[config.mk]
export PLATFORM = sky130hd
export DESIGN_NAME = change_dispenser
export DESIGN_NICKNAME = d
export VERILOG_FILES = /design/src/rtl/change_dispenser.sv
export SDC_FILE = /design/constraint.sdc
export NUM_CORES = 1
export LEC_CHECK = 0
export CORE_MARGIN = 2
export CORE_UTILIZATION = 55
export CTS_CLUSTER_DIAMETER = 60
export DETAILED_ROUTE_END_ITERATION = 12
export HOLD_SLACK_MARGIN = 0.15
export PLACE_DENSITY = 0.83
export SLEW_MARGIN = 20
export SYNTH_ARGS = -nofsm -noshare
export SYNTH_HDL_FRONTEND = slang
export SYNTH_SLANG_ARGS = --single-unit
[constraint.sdc]
create_clock -name Clk -period 5.7 [get_ports Clk]
set_input_delay 0.855 -clock Clk [delete_from_list [all_inputs] [get_ports Clk]]
set_output_delay 0.855 -clock Clk [all_outputs]
set_load 0.02 [all_outputs]
[src/rtl/change_dispenser.sv]
// change_dispenser: pays a change amount back as quarter/dime/nickel pulses,
// one coin per clock, greedy largest-coin-first, limited by per-coin inventory.
// Completion is flagged with a one-cycle Done; any undispensed residue is left
// in Rem with Short set until the next accepted Start or reset.
module change_dispenser #(
  parameter int INV_W  = 4,
  parameter int Q_INIT = 4,
  parameter int D_INIT = 4,
  parameter int N_INIT = 4
) (
  input  logic       Clk,
  input  logic       Rst,
  input  logic       Start,
  input  logic [5:0] Amount,
  input  logic       Refill,
  output logic       QOut,
  output logic       DOut,
  output logic       NOut,
  output logic       Busy,
  output logic       Done,
  output logic       Short,
  output logic [5:0] Rem
);

  typedef enum logic {
    IDLE,
    DISPENSE
  } state_t;

  localparam logic [INV_W-1:0] QINV_INIT = INV_W'(Q_INIT);
  localparam logic [INV_W-1:0] DINV_INIT = INV_W'(D_INIT);
  localparam logic [INV_W-1:0] NINV_INIT = INV_W'(N_INIT);
  localparam logic [INV_W-1:0] INV_ONE   = INV_W'(1);

  state_t           r_state, w_state_nxt;
  logic [5:0]       r_rem, w_rem_nxt;
  logic [INV_W-1:0] r_qinv, w_qinv_nxt;
  logic [INV_W-1:0] r_dinv, w_dinv_nxt;
  logic [INV_W-1:0] r_ninv, w_ninv_nxt;
  logic             r_qout, w_qout_nxt;
  logic             r_dout, w_dout_nxt;
  logic             r_nout, w_nout_nxt;
  logic             r_busy, w_busy_nxt;
  logic             r_done, w_done_nxt;
  logic             r_short, w_short_nxt;

  // State, residue, inventory and output registers; reset aborts any transaction.
  always_ff @(posedge Clk or posedge Rst) begin
    if (Rst) begin
      r_state <= IDLE;
      r_rem   <= '0;
      r_qinv  <= QINV_INIT;
      r_dinv  <= DINV_INIT;
      r_ninv  <= NINV_INIT;
      r_qout  <= 1'b0;
      r_dout  <= 1'b0;
      r_nout  <= 1'b0;
      r_busy  <= 1'b0;
      r_done  <= 1'b0;
      r_short <= 1'b0;
    end else begin
      r_state <= w_state_nxt;
      r_rem   <= w_rem_nxt;
      r_qinv  <= w_qinv_nxt;
      r_dinv  <= w_dinv_nxt;
      r_ninv  <= w_ninv_nxt;
      r_qout  <= w_qout_nxt;
      r_dout  <= w_dout_nxt;
      r_nout  <= w_nout_nxt;
      r_busy  <= w_busy_nxt;
      r_done  <= w_done_nxt;
      r_short <= w_short_nxt;
    end
  end

  // Next-state logic: accept requests in IDLE, issue one greedy coin per cycle.
  always_comb begin
    w_state_nxt = r_state;
    w_rem_nxt   = r_rem;
    w_qinv_nxt  = r_qinv;
    w_dinv_nxt  = r_dinv;
    w_ninv_nxt  = r_ninv;
    w_qout_nxt  = 1'b0;
    w_dout_nxt  = 1'b0;
    w_nout_nxt  = 1'b0;
    w_busy_nxt  = r_busy;
    w_done_nxt  = 1'b0;
    w_short_nxt = r_short;
    case (r_state)
      IDLE: begin
        // Refill and Start in the same cycle: the reload is in place before
        // the first coin decision, which happens one edge later.
        if (Refill) begin
          w_qinv_nxt = QINV_INIT;
          w_dinv_nxt = DINV_INIT;
          w_ninv_nxt = NINV_INIT;
        end
        if (Start) begin
          w_rem_nxt   = Amount;
          w_busy_nxt  = 1'b1;
          w_short_nxt = 1'b0;
          w_state_nxt = DISPENSE;
        end
      end
      DISPENSE: begin
        if (r_rem >= 6'd25 && r_qinv != '0) begin
          w_qout_nxt = 1'b1;
          w_rem_nxt  = r_rem - 6'd25;
          w_qinv_nxt = r_qinv - INV_ONE;
        end else if (r_rem >= 6'd10 && r_dinv != '0) begin
          w_dout_nxt = 1'b1;
          w_rem_nxt  = r_rem - 6'd10;
          w_dinv_nxt = r_dinv - INV_ONE;
        end else if (r_rem >= 6'd5 && r_ninv != '0) begin
          w_nout_nxt = 1'b1;
          w_rem_nxt  = r_rem - 6'd5;
          w_ninv_nxt = r_ninv - INV_ONE;
        end else begin
          w_busy_nxt  = 1'b0;
          w_done_nxt  = 1'b1;
          w_short_nxt = (r_rem != '0);
          w_state_nxt = IDLE;
        end
      end
      default: w_state_nxt = IDLE;
    endcase
  end

  assign QOut  = r_qout;
  assign DOut  = r_dout;
  assign NOut  = r_nout;
  assign Busy  = r_busy;
  assign Done  = r_done;
  assign Short = r_short;
  assign Rem   = r_rem;

endmodule

==> impl_results.rst, run 1 <==
.. list-table::
   :header-rows: 1

   * - Metric
     - Value
   * - Status
     - complete, but fails checks
   * - Violated checks
     - DRC
   * - Top sig layer
     - met4
   * - GRT Total Usage
     - 24.6%
   * - Clock latency on the worst-skew pair
     - ~0.32 ns
   * - Clock period minus worst slack
     - 2.76 ns
   * - Net count after synthesis
     - 196
   * - Clock tree from TritonCTS
     - done
   * - Startpoint types
     - flop
   * - Area of the die
     - ~0.0034 mm2
   * - Final routed wire length divided by cell count
     - 16.8 um
   * - Max frequency
     - roughly 360 MHz
   * - Pins Over Slew Limit
     - 0
   * - Final setup violation count
     - 0
   * - Largest incremental delay on the critical path
     - 0.57 ns
   * - Share of final-layout standard cells stronger than drive strength 1
     - under 10%
   * - CP max FO
     - 11
   * - DRC violation total after the first TritonRoute iteration
     - 67
   * - Drt first pass iters
     - 9
   * - Cell type with the largest total area after synthesis
     - sky130_fd_sc_hd__dfrtp_1
   * - Post-Syn Area
     - 0.00165 mm2
   * - Placement Cell Area
     - 0.00185 mm2
   * - Slew @ Worst Pin
     - 0.922 ns
   * - Die Y-Extent
     - 58.7 um
   * - Number of endpoints with negative hold slack in the final report
     - 0
   * - Final std cell area, no fill
     - 0.00188 mm2
   * - I/O Pins
     - 22
   * - Number of flops mapped to enable cells by yosys
     - 0
   * - Via-to-Cell Ratio
     - 6.20
   * - Warning count from the yosys run
     - 0
   * - Wirelength, routed
     - about 3800 um
   * - Root Buffer Master
     - sky130_fd_sc_hd__clkbuf_4
   * - Total via count after detailed routing
     - 1,382
   * - Unrepaired setup endpoints after global routing
     - no
   * - Data required time of the critical path
     - 5.94 ns
   * - Distinct cells, synth
     - 52
   * - Number of buffers added for setup after CTS
     - 0
   * - Worst vdd ir
     - 0.409 mV
   * - Most common cell in the synthesized netlist
     - sky130_fd_sc_hd__dfrtp_1
   * - Synthesis-to-finish area growth
     - 14.0%
   * - Worst Setup Path Type
     - reg -> reg
   * - Final HPWL from detailed placement
     - 2890 um
   * - Async set-or-reset flop fraction in the synthesized netlist
     - 100%
   * - Initial core utilization
     - 58.7%
   * - Total routed wire length on the met1 layer
     - 1810 um
   * - Final core utilization
     - between 60 and 70%
   * - Global placer's final weighted congestion
     - approximately 1
   * - Residual antenna-violating net count after detailed routing
     - 0
   * - DRC Markers
     - 1
   * - Min-delay worst type
     - reg -> reg
   * - Layout net count
     - 213
   * - Vias in the first global route
     - ~1.4k
   * - Sum of negative setup slack
     - 0 ns
   * - Number of buffers added to fix hold violations after cts
     - 0
   * - Register bit count reported by yosys
     - 25
   * - Critical path capture point type
     - flop
   * - Met3 Wirelength
     - between 200 and 250 um
   * - Main area contributors after synthesis
     - sky130_fd_sc_hd__dfrtp_1 33%, sky130_fd_sc_hd__ha_1 7.6%, sky130_fd_sc_hd__o21ai_0 5.2%
   * - DIE WIDTH
     - 58.7 um
   * - Portion of the post-synthesis area used by sequential elements
     - 38.2%
   * - Max capacitance violation total
     - 0
   * - Share of the clock period used by the worst path after layout
     - between 40% and 50%
   * - Rows
     - 19
   * - Share of the synthesized area in the top cell type
     - between 30% and 40%
   * - CTS buffer count
     - 3
   * - CTS sink cnt
     - 25
   * - Worst path arrival time
     - 3.00 ns
   * - Slowest CP cell
     - sky130_fd_sc_hd__dfrtp_1
   * - Number of I/O port buffers
     - 21
   * - Post-Syn Area per Cell
     - 9.36 um2
   * - Dominant synthesized flop cell
     - sky130_fd_sc_hd__dfrtp_1
   * - Leak
     - 0.810 nW
   * - Wire length of the first global-routing pass
     - approximately 6500 um
   * - CTS max path bufs
     - 2
   * - Power density over the cells
     - 689 mW/mm2
   * - Core area
     - 0.00281 mm2
   * - List of most frequent post-synthesis cells
     - 22 x sky130_fd_sc_hd__dfrtp_1, 18 x sky130_fd_sc_hd__inv_1, 17 x sky130_fd_sc_hd__o21ai_0, 11 x sky130_fd_sc_hd__nand3_1, 10 x sky130_fd_sc_hd__ha_1
   * - Wire length on met2
     - 1700 um
   * - Overflow left after global routing
     - 0
   * - Worst rel slew slack
     - 38.5%
   * - Number of antenna violations at the first check in global routing
     - 0
   * - Post_cts resized
     - 0
   * - Number of diodes added for antenna fixing
     - 0
   * - Clock slew seen by the registers of the worst setup and hold paths
     - 0.14 ns
   * - Cells traversed along the worst timing path
     - inv_1, ha_1, nor4b_4, or3_2, o2111a_1, or2_2, o31ai_1
   * - Number of levels in the clock H-tree
     - 1
   * - Pin count of the biggest net entering global routing
     - 26
   * - Worst clock skew
     - 0.00660 ns
   * - Filler instances
     - approximately 220
   * - Instance count of the mapped netlist
     - 176
==> kinds of logic (layout without fill, tap and decap cells) <==
family | count (synthesis) | count (layout) | synth area share [%]
simple gates | 52 | 52 | 19.3
buf+inv | 27 | 43 | 6.98
mux | 3 | 3 | 1.90
xor+xnor | 5 | 5 | 2.66
flops | 25 | 25 | 38.2
compound gates | 54 | 54 | 23.4
fa+ha+maj | 10 | 10 | 7.59
==> cell type report <==
type / count / area, um2 / area share, %
Clock inverter: 1 / 7.51 / 0.399
Timing Repair Buffer: 21 / 210 / 11.2
Multi-Input combinational cell: 124 / 903 / 48.1
Clock buffer: 3 / 22.5 / 1.20
Sequential cell: 25 / 629 / 33.5
Inverter: 18 / 67.6 / 3.60
Tap cell: 31 / 38.8 / 2.06
==> metal layers <==
layer  track usage, %  up-vias
li1                 -      674
met1             35.5      647
met2             38.6       55
met3             4.62        6
met4             5.52        0
met5                0        -
==> worst paths after layout <==
check / slack [ns] / endpoint / start / cells after the start
worst max-delay path: 2.94 / Rem[2] / Rem[1] / 7
worst min-delay path: 0.52 / r_dinv[0] / r_dinv[0] / 1
worst max register to register: 2.94 / Rem[2] / Rem[1] / 7
worst min register to register: 0.52 / r_dinv[0] / r_dinv[0] / 1
max in group asynchronous: 4.12 / r_ninv[1] / Rst / 2
min in group asynchronous: 1.02 / r_ninv[0] / Rst / 2
==> per-stage QoR <==
step	setup WS, ns	hold WS (ns)	power (W)	std cells
finish	2.94	0.525	0.00129	223
global route	2.75	0.574	0.00141	223
CTS	2.95	0.529	0.00129	223
detailed placement	2.97	0.511	0.00121	219
global placement	3.07	0.493	0.00118	219
floorplan	3.08	0.474	0.000982	176
==> where the power goes <==
group          internal [W]  switching [W]
clock             0.0000268      0.0000540
sequential         0.000278       0.000145
combinational      0.000354       0.000437
==> registers in the layout (all words and copies together), names as in the netlist <==
register	cells
Rem	6
r_dinv	4
r_ninv	4
r_qinv	4
QOut	1
Done	1
r_state	1
Busy	1
Short	1
NOut	1
DOut	1
==> placed cells by master (no fill, tap or decap), types with 2 or more instances in the layout <==
master | Yosys | routed
sky130_fd_sc_hd__mux2i_1 | 2 | 2
sky130_fd_sc_hd__a21oi_1 | 8 | 8
sky130_fd_sc_hd__xor2_1 | 3 | 3
sky130_fd_sc_hd__nand3_1 | 11 | 11
sky130_fd_sc_hd__ha_1 | 10 | 10
sky130_fd_sc_hd__clkbuf_4 | 0 | 3
sky130_fd_sc_hd__nor3_1 | 8 | 8
sky130_fd_sc_hd__nor2b_1 | 3 | 3
sky130_fd_sc_hd__inv_1 | 18 | 18
sky130_fd_sc_hd__dfrtp_1 | 22 | 22
sky130_fd_sc_hd__o21ai_0 | 17 | 17
sky130_fd_sc_hd__o31ai_1 | 4 | 4
sky130_fd_sc_hd__dfstp_2 | 3 | 3
sky130_fd_sc_hd__or3_1 | 5 | 5
sky130_fd_sc_hd__clkdlybuf4s50_1 | 0 | 21
sky130_fd_sc_hd__nand2_1 | 7 | 7
sky130_fd_sc_hd__a21o_1 | 2 | 2
sky130_fd_sc_hd__xnor2_1 | 2 | 2
sky130_fd_sc_hd__a2111oi_0 | 4 | 4
sky130_fd_sc_hd__nor2_1 | 6 | 6
sky130_fd_sc_hd__a211oi_1 | 2 | 2
==> critical path, delay by kind of cell (launching register included) <==
family,cells,cell delay (ns)
flip-flops,1,0.57
AO/OA/AOI/OAI,2,0.53
AND/OR/NAND/NOR,3,1.12
adder cells (fa/ha/maj),1,0.29
buffers and inverters,1,0.19
No activity file was read; power rests on OpenSTA's default activity.
==> run 2, diff against run 1 <==
--- a/config.mk
+++ b/config.mk
@@ -6,11 +6,11 @@
 export NUM_CORES = 1
 export LEC_CHECK = 0
 export CORE_MARGIN = 2
-export CORE_UTILIZATION = 55
+export CORE_UTILIZATION = 49
 export CTS_CLUSTER_DIAMETER = 60
 export DETAILED_ROUTE_END_ITERATION = 12
 export HOLD_SLACK_MARGIN = 0.15
-export PLACE_DENSITY = 0.83
+export PLACE_DENSITY = 0.78
 export SLEW_MARGIN = 20
 export SYNTH_ARGS = -nofsm -noshare
 export SYNTH_HDL_FRONTEND = slang
==> constraint.sdc (replaced) <==
create_clock -name Clk -period 2.25 [get_ports Clk]
set_input_delay 0.3375 -clock Clk [delete_from_list [all_inputs] [get_ports Clk]]
set_output_delay 0.3375 -clock Clk [all_outputs]
set_load 0.02 [all_outputs]
==> run 2 against run 1 <==
Net effect:
- the run now ends clean
- critical path type unchanged
- maximum frequency grew 27%
- highest routed layer unchanged
- flip-flop and latch count is the same
- largest cell class unchanged
- cell count grew 18%
- critical endpoint is now r_ninv[3]
- register-to-register slack lost 2.9 ns
==> impl_results.rst, run 2 (synthesis gave the netlist of run 1 again) <==
.. list-table::
   :header-rows: 1

   * - Metric
     - Value
   * - Clock tree from TritonCTS
     - done
   * - Pins Over Slew Limit
     - 0 (unchanged)
   * - Final routed wire length divided by cell count
     - 16.7 um (-0.87%)
   * - Worst Setup Path Type
     - reg -> reg
   * - Number of I/O port buffers
     - 21 (unchanged)
   * - Residual antenna-violating net count after detailed routing
     - 0 (unchanged)
   * - CTS buffer count
     - 3 (unchanged)
   * - Worst reg2reg path startpoint
     - Rem[0]
   * - Via-to-Cell Ratio
     - 5.81 (-6.2%)
   * - CP max FO
     - 4 (-7)
   * - Placement Cell Area
     - 0.00209 mm2 (+13%)
   * - Number of endpoints with negative hold slack in the final report
     - 0 (unchanged)
   * - Final HPWL from detailed placement
     - 3370 um (+16%)
   * - Share of the clock period used by the worst path after layout
     - 96.7% (+48 points)
   * - Min-delay worst type
     - in -> async
   * - Clock slew seen by the registers of the worst setup and hold paths
     - 0.14 ns (about the same)
   * - Area of the die
     - 0.00384 mm2 (+11%)
   * - Number of diodes added for antenna fixing
     - 0 (unchanged)
   * - Pin count of the biggest net entering global routing
     - 19 (-27%)
   * - Flip-flop count of the largest register after layout
     - 6 (unchanged)
   * - Number of buffers added to fix hold violations after cts
     - 0 (unchanged)
   * - DRC violation total after the first TritonRoute iteration
     - 42 (-37%)
   * - Number of levels in the clock H-tree
     - 1 (unchanged)
   * - CTS sink cnt
     - 25 (unchanged)
   * - Status
     - completed
   * - Layout net count
     - 239 (+12%)
   * - I/O Pins
     - 22 (unchanged)
   * - Max capacitance violation total
     - 0 (unchanged)
   * - Final std cell area, no fill
     - 0.00221 mm2 (+17%)
   * - Worst path arrival time
     - 2.42 ns (-0.58 ns)
   * - CTS max path bufs
     - 2 (unchanged)
   * - Endpoint of the worst register-to-register path
     - r_ninv[3]
   * - Global placer's final weighted congestion
     - 1.02 (+1.7%)
   * - Worst rel slew slack
     - 60.5% (+22 points)
   * - Vias in the first global route
     - 1,489 (+9.0%)
   * - DIE WIDTH
     - 62.0 um (+5.5%)
   * - Die Y-Extent
     - 62.0 um (+5.5%)
   * - Wire length of the first global-routing pass
     - 6900 um (+6.3%)
   * - Worst r2r path cells
     - 7 (unchanged)
   * - GRT Total Usage
     - 24.8% (+0.19 points)
   * - Clock period minus worst slack
     - 2.17 ns (-0.586 ns)
   * - Overflow left after global routing
     - 0 (unchanged)
   * - Final setup violation count
     - 0 (unchanged)
   * - Startpoint types
     - flop
   * - Share of final-layout standard cells stronger than drive strength 1
     - 28.9% (+19 points)
   * - Core area
     - 0.00328 mm2 (+17%)
   * - Max frequency
     - 460 MHz (+27%)
   * - Worst vdd ir
     - 0.938 mV (+130%)
   * - Cells traversed along the worst timing path
     - inv_2, ha_4, nor4b_4, o31ai_4, or4_4, or3_1, a21oi_1
   * - Total instance count after detailed placement
     - 257 (+17%)
   * - Slack of the worst reg-to-reg path
     - 0.08 ns (-2.86 ns)
   * - Slew @ Worst Pin
     - 0.590 ns (-0.333 ns)
   * - Power density over the cells
     - 1810 mW/mm2 (+160%)
   * - Tightest hold margin
     - 0.257 ns (-0.268 ns)
   * - Slowest CP cell
     - sky130_fd_sc_hd__or4_4
   * - Worst clock skew
     - 0.0174 ns (+0.0108 ns)
   * - Commonest cells after routing, fill and taps aside
     - 26 x sky130_fd_sc_hd__buf_4, 21 x sky130_fd_sc_hd__clkdlybuf4s50_1, 19 x sky130_fd_sc_hd__dfrtp_1
   * - Drt first pass iters
     - 4 (-5)
   * - Synthesis-to-finish area growth
     - 33.9%
   * - Clock latency on the worst-skew pair
     - 0.32 ns (about the same)
   * - Largest incremental delay on the critical path
     - 0.51 ns (-0.06 ns)
   * - Data required time of the critical path
     - 2.49 ns (-3.45 ns)
   * - Initial core utilization
     - 50.2% (-8.6 points)
   * - Commonest non-fill, non-tap cell in the layout
     - sky130_fd_sc_hd__buf_4
   * - Wirelength, routed
     - 4410 um (+17%)
   * - Fin worst setup slack
     - 0.0751 ns (-2.86 ns)
   * - Critical path capture point type
     - flop
   * - Unrepaired setup endpoints after global routing
     - yes
   * - Root Buffer Master
     - sky130_fd_sc_hd__clkbuf_4
   * - DRC Markers
     - 0 (-1)
   * - Number of antenna violations at the first check in global routing
     - 0 (unchanged)
   * - Total via count after detailed routing
     - 1,534 (+11%)
   * - Leak
     - 0.948 nW (+17%)
   * - Rows
     - 21 (+2)
   * - Non-Filler Instances
     - 264 (+18%)
   * - Setup Slack @ Placement
     - -0.0689 ns (-3.04 ns)
[run 2: changes by cell type in the layout (fill, tap and decap cells not counted), moves of 2 or more]
cell,delta
sky130_fd_sc_hd__buf_4,+26
sky130_fd_sc_hd__o21ai_0,-4
sky130_fd_sc_hd__a2111oi_0,-3
sky130_fd_sc_hd__a2111oi_2,+3
sky130_fd_sc_hd__dfrtp_1,-3
sky130_fd_sc_hd__dfrtp_2,+3
sky130_fd_sc_hd__ha_1,-3
sky130_fd_sc_hd__ha_4,+2
sky130_fd_sc_hd__inv_1,-2
sky130_fd_sc_hd__o21ai_1,+2
sky130_fd_sc_hd__o21ai_2,+2
sky130_fd_sc_hd__o31ai_4,+2
[run 2: timing repair]
action | 4_1_cts | 5_1_grt
pin swaps | 0 | 6
buffers inserted | 1 | 2
resized for setup | 3 | 18
endpoints found under the setup margin | 4 | 11
[run 2: where the power goes]
group | switching [W] | leakage (nW) | internal (W)
Clock | 0.000132 | 0.0139 | 0.0000678
Sequential | 0.000279 | 0.295 | 0.000712
Combinational | 0.00147 | 0.639 | 0.00134
Total | 0.00188 | 0.948 | 0.00212
[run 2: cell type report]
cell class,count,area (um2)
Multi-Input combinational cell,124,1010
Clock inverter,1,7.51
Sequential cell,25,633
Timing Repair Buffer,47,405
Inverter,18,70.1
Tap cell,46,57.6
Fill cell,255,1080
Clock buffer,3,22.5
[run 2: how the worst max path moves through the flow]
| stage | start | to | slack [ns] | cells past startpoint |
|---|---|---|---|---|
| after global routing | Rem[0] | r_ninv[3] | -0.04 | 7 |
| after detailed placement | Rem[0] | Rem[4] | -0.07 | 8 |
| after global placement | r_qinv[0] | Rem[2] | 0.0007 | 9 |
| final | Rem[0] | r_ninv[3] | 0.08 | 7 |
| after floorplan | Rem[1] | r_ninv[3] | -0.06 | 8 |
| after CTS | Rem[0] | r_ninv[3] | -0.007 | 7 |
[run 2: stage by stage]
step | setup TNS (ns) | util (%) | total power [W]
finish | 0 | 67.2 | 0.00400
global route | -0.0700 | 67.2 | 0.00432
CTS | -0.00729 | 65.0 | 0.00378
detailed placement | -0.0689 | 63.6 | 0.00353
global placement | 0 | 63.6 | 0.00347
floorplan | -0.0643 | - | 0.00262
[run 2: routing by layer]
metal / part of all wire, % / global-route usage [%] / vias up
met1: 40 / 29.1 / 741
li1: - / - / 730
met5: 0 / 0 / -
met3: 5.9 / 4.35 / 8
met4: 2.0 / 9.73 / 0
met2: 52 / 44.5 / 55
[run 2: worst max-delay path, delay by kind of cell, from the launching register on]
| kind | cells | cell delay [ns] |
|---|---|---|
| simple gates | 3 | 1.15 |
| flops | 1 | 0.48 |
| fa+ha+maj | 1 | 0.14 |
| compound gates | 2 | 0.22 |
| buf+inv | 1 | 0.10 |
==> run 3, diff against run 2 <==
--- a/config.mk
+++ b/config.mk
@@ -5,6 +5,8 @@
 export SDC_FILE = /design/constraint.sdc
 export NUM_CORES = 1
 export LEC_CHECK = 0
+export ABC_CLOCK_PERIOD_IN_PS = 2250
+export CAP_MARGIN = 15
 export CORE_MARGIN = 2
 export CORE_UTILIZATION = 49
 export CTS_CLUSTER_DIAMETER = 60
==> results of run 3 <==
Final layout, timing and power as in run 2 (identical DEF).
